<file path="src/rtl/delay_pkg.sv">
// -----------------------------------------------------------------------------
// delay_pkg
// Shared constants for the multi-channel trigger delay block.
//   CNT_BITS_DEF   : default width of timestamp, delay and width counters
//   PEND_DEPTH_DEF : default number of in-flight triggers per channel
//   WIDTH_DEF      : pulse width loaded at reset
//   delay_max()    : largest legal delay for a given counter width
//                    (2^bits - 2), so that a due time can never equal the
//                    timestamp of the edge that queued it
//   DELAY_MAX_DEF  : delay_max() for the default counter width
// -----------------------------------------------------------------------------
package delay_pkg;

  localparam int CNT_BITS_DEF   = 32;
  localparam int PEND_DEPTH_DEF = 8;
  localparam int WIDTH_DEF      = 1;

  // Valid for bits up to 64; at 64 the shift wraps to 0 and the subtraction
  // still yields all-ones-minus-one.
  function automatic logic [63:0] delay_max(input int bits);
    return (64'd1 << bits) - 64'd2;
  endfunction

  localparam logic [CNT_BITS_DEF-1:0] DELAY_MAX_DEF =
    CNT_BITS_DEF'(delay_max(CNT_BITS_DEF));

endpackage

</file>
<file path="src/rtl/delay_channel.sv">
// -----------------------------------------------------------------------------
// delay_channel
// One delay channel: a FIFO of absolute due times, shadow/applied delay,
// pulse width register and width counter.
//
// Ports
//   clk, rst_n   : clock, asynchronous active-low reset
//   ts           : free-running timestamp from the top level
//   trigger      : single-cycle trigger pulse
//   enable       : trigger acceptance gate
//   delay_data   : delay config value, written when delay_we is high
//   width_data   : width config value, written when width_we is high
//   ovf_clr      : clears the sticky overflow flag
//   pulse        : registered delayed output pulse
//   busy         : registered; queue non-empty or pulse active
//   overflow     : registered sticky flag; a trigger was dropped (queue full)
// -----------------------------------------------------------------------------
module delay_channel
  import delay_pkg::*;
#(
  parameter int CNT_BITS   = CNT_BITS_DEF,
  parameter int PEND_DEPTH = PEND_DEPTH_DEF
) (
  input  logic                clk,
  input  logic                rst_n,
  input  logic [CNT_BITS-1:0] ts,
  input  logic                trigger,
  input  logic                enable,
  input  logic [CNT_BITS-1:0] delay_data,
  input  logic                delay_we,
  input  logic [CNT_BITS-1:0] width_data,
  input  logic                width_we,
  input  logic                ovf_clr,
  output logic                pulse,
  output logic                busy,
  output logic                overflow
);

  localparam int PTR_W = $clog2(PEND_DEPTH);
  localparam int CNT_W = PTR_W + 1;

  localparam logic [CNT_BITS-1:0] D_MAX    = CNT_BITS'(delay_max(CNT_BITS));
  localparam logic [CNT_BITS-1:0] ONE      = CNT_BITS'(1);
  localparam logic [CNT_W-1:0]    FULL_CNT = CNT_W'(PEND_DEPTH);

  logic [CNT_BITS-1:0] due_mem [PEND_DEPTH];
  logic [PTR_W-1:0]    wr_ptr;
  logic [PTR_W-1:0]    rd_ptr;
  logic [CNT_W-1:0]    count;
  logic [CNT_W-1:0]    count_next;

  logic [CNT_BITS-1:0] shadow_delay;
  logic [CNT_BITS-1:0] applied_delay;
  logic [CNT_BITS-1:0] width;
  logic [CNT_BITS-1:0] remain;

  logic                q_empty;
  logic                q_full;
  logic                pop;
  logic                accept;
  logic                drop;
  logic [CNT_BITS-1:0] delay_sat;
  logic [CNT_BITS-1:0] shadow_next;
  logic [CNT_BITS-1:0] eff_delay;
  logic [CNT_BITS-1:0] due_push;
  logic [CNT_BITS-1:0] remain_next;
  logic                pulse_next;
  logic                overflow_next;

  // NOTE: every signal assigned in this block gets a value on every path
  // (defaults first), otherwise synthesis infers latches.
  always_comb begin
    q_empty     = (count == '0);
    q_full      = (count == FULL_CNT);
    pop         = !q_empty && (due_mem[rd_ptr] == ts);

    delay_sat   = (delay_data > D_MAX) ? D_MAX : delay_data;
    shadow_next = delay_we ? delay_sat : shadow_delay;
    // A new delay only takes effect while the queue is empty, so queued due
    // times stay monotonic and the head is always the next to expire. A write
    // landing on an empty queue is usable by a trigger on the same edge.
    eff_delay   = q_empty ? shadow_next : applied_delay;
    due_push    = ts + eff_delay + ONE;

    // A pop on the same edge frees a slot, so a full queue still accepts.
    accept      = trigger && enable && (!q_full || pop);
    drop        = trigger && enable && q_full && !pop;

    count_next  = count;
    if (accept && !pop) begin
      count_next = count + CNT_W'(1);
    end else if (!accept && pop) begin
      count_next = count - CNT_W'(1);
    end

    // A pulse start reloads the counter even mid-pulse, so overlapping
    // pulses merge into one window without a gap.
    pulse_next  = 1'b0;
    remain_next = '0;
    if (pop) begin
      pulse_next  = 1'b1;
      remain_next = (width == '0) ? '0 : width - ONE;
    end else if (pulse && (remain != '0)) begin
      pulse_next  = 1'b1;
      remain_next = remain - ONE;
    end

    // Setting wins over a simultaneous clear.
    overflow_next = drop ? 1'b1 : (ovf_clr ? 1'b0 : overflow);
  end

  // NOTE: sequential state uses non-blocking assignments so every register
  // samples the pre-edge values computed above.
  always_ff @(posedge clk or negedge rst_n) begin
    if (!rst_n) begin
      wr_ptr        <= '0;
      rd_ptr        <= '0;
      count         <= '0;
      shadow_delay  <= '0;
      applied_delay <= '0;
      width         <= CNT_BITS'(WIDTH_DEF);
      remain        <= '0;
      pulse         <= 1'b0;
      busy          <= 1'b0;
      overflow      <= 1'b0;
    end else begin
      if (accept) begin
        wr_ptr <= wr_ptr + PTR_W'(1);
      end
      if (pop) begin
        rd_ptr <= rd_ptr + PTR_W'(1);
      end
      count        <= count_next;
      shadow_delay <= shadow_next;
      if (q_empty) begin
        applied_delay <= shadow_next;
      end
      if (width_we) begin
        width <= width_data;
      end
      remain   <= remain_next;
      pulse    <= pulse_next;
      busy     <= (count_next != '0) || pulse_next;
      overflow <= overflow_next;
    end
  end

  // NOTE: the due-time storage has no reset; occupancy is tracked by count,
  // so stale entries are never compared.
  always_ff @(posedge clk) begin
    if (accept) begin
      due_mem[wr_ptr] <= due_push;
    end
  end

endmodule

</file>
<file path="src/rtl/multi_channel_delay.sv">
// -----------------------------------------------------------------------------
// multi_channel_delay
// NUM_CH independent trigger delay channels sharing one free-running
// timestamp. Each accepted trigger produces an output pulse D+1 edges later
// lasting W cycles; triggers are queued so overlapping requests all fire.
//
// Ports
//   clk, rst_n     : clock, asynchronous active-low reset
//   trigger_in     : per-channel single-cycle trigger pulses (synchronous)
//   trigger_out    : per-channel delayed output pulses (registered)
//   cfg_ch         : channel addressed by a config write
//   cfg_delay      : delay value, written by cfg_delay_we
//   cfg_width      : pulse width value, written by cfg_width_we
//   ch_enable      : per-channel trigger acceptance mask
//   busy           : per-channel; triggers queued or pulse active
//   overflow       : per-channel sticky trigger-dropped flag
//   ovf_clr        : per-channel clear of overflow
// -----------------------------------------------------------------------------
module multi_channel_delay
  import delay_pkg::*;
#(
  parameter  int NUM_CH     = 4,
  parameter  int CNT_BITS   = CNT_BITS_DEF,
  parameter  int PEND_DEPTH = PEND_DEPTH_DEF,
  localparam int CH_W       = (NUM_CH > 1) ? $clog2(NUM_CH) : 1
) (
  input  logic                clk,
  input  logic                rst_n,
  input  logic [NUM_CH-1:0]   trigger_in,
  output logic [NUM_CH-1:0]   trigger_out,
  input  logic [CH_W-1:0]     cfg_ch,
  input  logic [CNT_BITS-1:0] cfg_delay,
  input  logic [CNT_BITS-1:0] cfg_width,
  input  logic                cfg_delay_we,
  input  logic                cfg_width_we,
  input  logic [NUM_CH-1:0]   ch_enable,
  output logic [NUM_CH-1:0]   busy,
  output logic [NUM_CH-1:0]   overflow,
  input  logic [NUM_CH-1:0]   ovf_clr
);

  logic [CNT_BITS-1:0] ts;

  // Wraps modulo 2^CNT_BITS; due times are compared with equality only, which
  // is safe across the wrap because the delay is capped below 2^CNT_BITS-1.
  always_ff @(posedge clk or negedge rst_n) begin
    if (!rst_n) begin
      ts <= '0;
    end else begin
      ts <= ts + CNT_BITS'(1);
    end
  end

  for (genvar i = 0; i < NUM_CH; i++) begin : g_ch
    logic sel;
    assign sel = (cfg_ch == CH_W'(i));

    delay_channel #(
      .CNT_BITS   (CNT_BITS),
      .PEND_DEPTH (PEND_DEPTH)
    ) u_ch (
      .clk        (clk),
      .rst_n      (rst_n),
      .ts         (ts),
      .trigger    (trigger_in[i]),
      .enable     (ch_enable[i]),
      .delay_data (cfg_delay),
      .delay_we   (cfg_delay_we && sel),
      .width_data (cfg_width),
      .width_we   (cfg_width_we && sel),
      .ovf_clr    (ovf_clr[i]),
      .pulse      (trigger_out[i]),
      .busy       (busy[i]),
      .overflow   (overflow[i])
    );
  end

endmodule

</file>
<file path="config.mk">
export PLATFORM = sky130hd
export DESIGN_NAME = multi_channel_delay
export DESIGN_NICKNAME = d
export VERILOG_FILES = /design/src/rtl/delay_pkg.sv /design/src/rtl/delay_channel.sv /design/src/rtl/multi_channel_delay.sv
export SDC_FILE = /design/constraint.sdc
export NUM_CORES = 2
export LEC_CHECK = 0
export ABC_AREA = 1
export BUFFER_PORTS_ARGS = -buffer_cell sky130_fd_sc_hd__buf_2
export CELL_PAD_IN_SITES_DETAIL_PLACEMENT = 1
export CELL_PAD_IN_SITES_GLOBAL_PLACEMENT = 1
export CORE_UTILIZATION = 50
export DETAILED_ROUTE_END_ITERATION = 8
export GPL_ROUTABILITY_DRIVEN = 0
export HOLD_SLACK_MARGIN = 0.1
export PLACE_DENSITY_LB_ADDON = 0.2
export SLEW_MARGIN = 20
export SYNTH_ARGS = -nofsm -noshare
export SYNTH_HDL_FRONTEND = slang
export SYNTH_SLANG_ARGS = --single-unit
</file>
<file path="constraint.sdc">
create_clock -name clk -period 5.9 [get_ports clk]
set_input_delay 0.59 -clock clk [delete_from_list [all_inputs] [get_ports clk]]
set_output_delay 0.59 -clock clk [all_outputs]
set_load 0.05 [all_outputs]
</file>
==> flow_summary.json <==
{
  "avgSynthCellArea_um2": 9.03,
  "fin_util": 0.564,
  "finalSetupViolCount": 0,
  "drc_errors": 0,
  "final_common_cell": "nand2_1",
  "start_util": 0.503,
  "antenna_found_initial": 23,
  "skew_ns": 0.0438,
  "synth_cell_types": 63,
  "period_share": 0.902,
  "ir_worst_vdd_v": 0.000283,
  "fin_ws_ns": 0.578,
  "hold_class": "primary input to register",
  "final_cell_mix": "nand2_1, edfxtp_1, inv_1",
  "cts_resized": 0,
  "io_buffer_count": 93,
  "power.density_nw_per_um2": 391,
  "clockRootBuffer": "clkbuf_16",
  "fin_nets": 9227,
  "synth_edf_count": 1024,
  "grt_pass1_vias": 67842,
  "die_w_um": 401,
  "die_h_um": 401,
  "top_usage_layer": "met2",
  "p_leak_nw": 41.4,
  "crit_required_ns": 6.47,
  "hold_viol_final": 0,
  "ys_ff_latch": 1620,
  "synth-xor-area-share": 0.0426,
  "grt_max_degree": 157,
  "grtUsageMet2": 0.568,
  "crit_chain": "inv_1 > ha_1 > nand2_1 > nor2_2 > inv_1 > nand2_1 > nand2_1 > ha_1 > nand2_1 > o21ai_1 > a21boi_0 > o21ai_0 > a21oi_1 > o21ai_0 > nand4_1 > nand2_1 > nand3_1 > nand2_1 > xor2_1",
  "clock_latency_ns": 0.85,
  "firstDrtPassIters": 6,
  "rows": 146,
  "grt_usage": 0.343,
  "maxSlewViolCount": 0,
  "muxShareOfSynthArea": 0,
  "grt_pass1_wl_um": 414000,
  "ys_warn_count": 0,
  "final_cell_area_um2": 89300,
  "tightest_slew_ns": 1.31,
  "worst-path-buf-inv": 2,
  "status": "completed",
  "cts_max_level": 4,
  "cts_sinks": 1620,
  "use_met1": 0.427,
  "cts_tree": "done",
  "crit_family": "simple AND/OR/NAND/NOR gates",
  "start_kind": "register",
  "async_flop_share": 0.368,
  "dp_slack_ns": 0.629,
  "synth_top_family_by_area": "simple AND/OR/NAND/NOR gates",
  "finalCriticalPeriod_ns": 5.32,
  "netlist_instances": 8815,
  "max-slew-margin-rel": 0.128,
  "cap_viol_max_count": 0,
  "wl_per_cell_um": 24.7,
  "core_area_um2": 158000,
  "cpPeakStageDelay_ns": 0.60,
  "dp_hpwl_um": 184000,
  "grt.met3_usage": 0.0615,
  "dieArea_um2": 161000,
  "ant_nets": 0,
  "syn-num-nets": 9054,
  "worstSetupEndpointType": "register",
  "grt_setup_unrepaired": "false",
  "setup.worst_path.class": "register to register",
  "cp_common_cell": "nand2_1",
  "yosys.area_share.simple": 0.228,
  "wirelength_um": 276000,
  "cts_buffers": 172,
  "avgViaCountPerCell": 5.76,
  "drive_above_1_share": 0.0781,
  "clock.fmax_ghz": 0.188,
  "path_clk_slew_ns": 0.06,
  "io_pins": 94,
  "crit_path_top_delay_cell": "nor2_2",
  "ys.flop_type": "edfxtp_1",
  "dpl_cell_area_um2": 83400,
  "crit_arrival_ns": 5.90,
  "setup_tns_ns": 0,
  "vias": 64612,
  "hold_slack_ns": 0.151,
  "ys_seq_area_frac": 0.574,
  "synth_area_um2": 79600,
  "synth_fa_ha_area_frac": 0.0251,
  "drt-initial-drc-count": 5275,
  "grt-ovfl-total": 0,
  "synth_compound_area_frac": 0.0636,
  "area_delta_synth_final_pct": 12.2,
  "cp_max_fo": 19,
  "clk_path_buf_depth": 3
}
-- sequential cells by signal, indices dropped and copies added (netlist names), 12 cells and up --
register	flops
g_ch.u_ch.count	16
g_ch.u_ch.applied_delay	128
g_ch.u_ch.rd_ptr	12
ts	32
g_ch.u_ch.due_mem	1024
g_ch.u_ch.remain	128
g_ch.u_ch.width	128
g_ch.u_ch.shadow_delay	128
g_ch.u_ch.wr_ptr	12
-- routing by layer --
layer  share of wire  vias to the layer above
li1                -                    29135
met1            0.39                    32445
met2            0.48                     2325
met3           0.073                      683
met4           0.058                       24
met5         0.00059                        -
-- worst paths after layout --
check	endpoint	slack [ns]	from	depth (start not counted)
worst min-delay path	g_ch[2].u_ch.width[1]	0.15	cfg_width[1]	3
worst max register to register	g_ch[2].u_ch.due_mem[1][22]	0.58	g_ch[2].u_ch.count[0]	19
max in group asynchronous	g_ch[0].u_ch.rd_ptr[0]	4.15	rst_n	3
worst max-delay path	g_ch[2].u_ch.due_mem[1][22]	0.58	g_ch[2].u_ch.count[0]	19
min in group asynchronous	g_ch[3].u_ch.width[2]	0.29	rst_n	2
worst min register to register	g_ch[1].u_ch.remain[0]	0.47	g_ch[1].u_ch.remain[0]	1
-- through the flow --
step	total power, mW	cells
2_1_floorplan	20.3	8815
3_3_place_gp	23.4	10881
3_5_place_dp	23.8	10881
4_1_cts	34.9	11205
5_1_grt	36.1	11205
6_report	34.9	11210
-- what timing repair did --
action / in CTS / in global routing
endpoints found under the hold margin: 65 / 0
buffers inserted: 0 / 0
hold buffers: 5 / 0
-- layout make-up --
cell class                      count  area, um^2
Antenna cell                        5        12.5
Clock buffer                      244        4920
Clock inverter                     75         841
Fill cell                       18136       68900
Inverter                          947        3560
Multi-Input combinational cell   5916       28900
Sequential cell                  1620       45700
Tap cell                         2072        2590
Timing Repair Buffer              331        2760
-- cells in the mapped netlist (all sizes together) (14+ instances only) --
master | count | share of area
dfrtp | 592 | 0.19
nor3 | 70 | 0.0047
o21ai | 536 | 0.034
edfxtp | 1024 | 0.39
nand4 | 67 | 0.0053
nand3 | 690 | 0.044
o22ai | 112 | 0.0097
nand2 | 2665 | 0.13
a21boi | 19 | 0.0018
a21oi | 152 | 0.0096
xor2 | 274 | 0.030
o211ai | 15 | 0.0014
ha | 153 | 0.024
xnor2 | 113 | 0.012
nor4 | 32 | 0.0027
a21o | 14 | 0.0013
inv | 934 | 0.044
a31oi | 37 | 0.0029
clkbuf | 127 | 0.0060
nor2 | 903 | 0.043
buf | 205 | 0.016
-- power by group --
part	switching, mW	internal [mW]
combinational	6.00	2.18
sequential	0.607	15.0
clock	4.74	6.34
-- worst reg2reg max path: stages, from the launching register on --
cell and delay [ns]:
dfrtp_1 0.41, inv_1 0.12, ha_1 0.24, nand2_1 0.08
nor2_2 0.60, inv_1 0.53, nand2_1 0.18, nand2_1 0.09
ha_1 0.37, nand2_1 0.08, o21ai_1 0.20, a21boi_0 0.16
o21ai_0 0.44, a21oi_1 0.20, o21ai_0 0.42, nand4_1 0.14
nand2_1 0.15, nand3_1 0.11, nand2_1 0.09, xor2_1 0.46
-- cells by family (layout without fill, tap and decap cells) --
logic type                 count (synthesis)  in the layout
buffers and inverters                   1279           1597
and+or+nand+nor                         4456           4456
other                                      0              5
adders and majority gates                157            157
DFF                                     1620           1620
xor gates and xnor gates                 387            387
AOI/OAI and AO/OA                        916            916
Power figures use the tool's default switching activity.
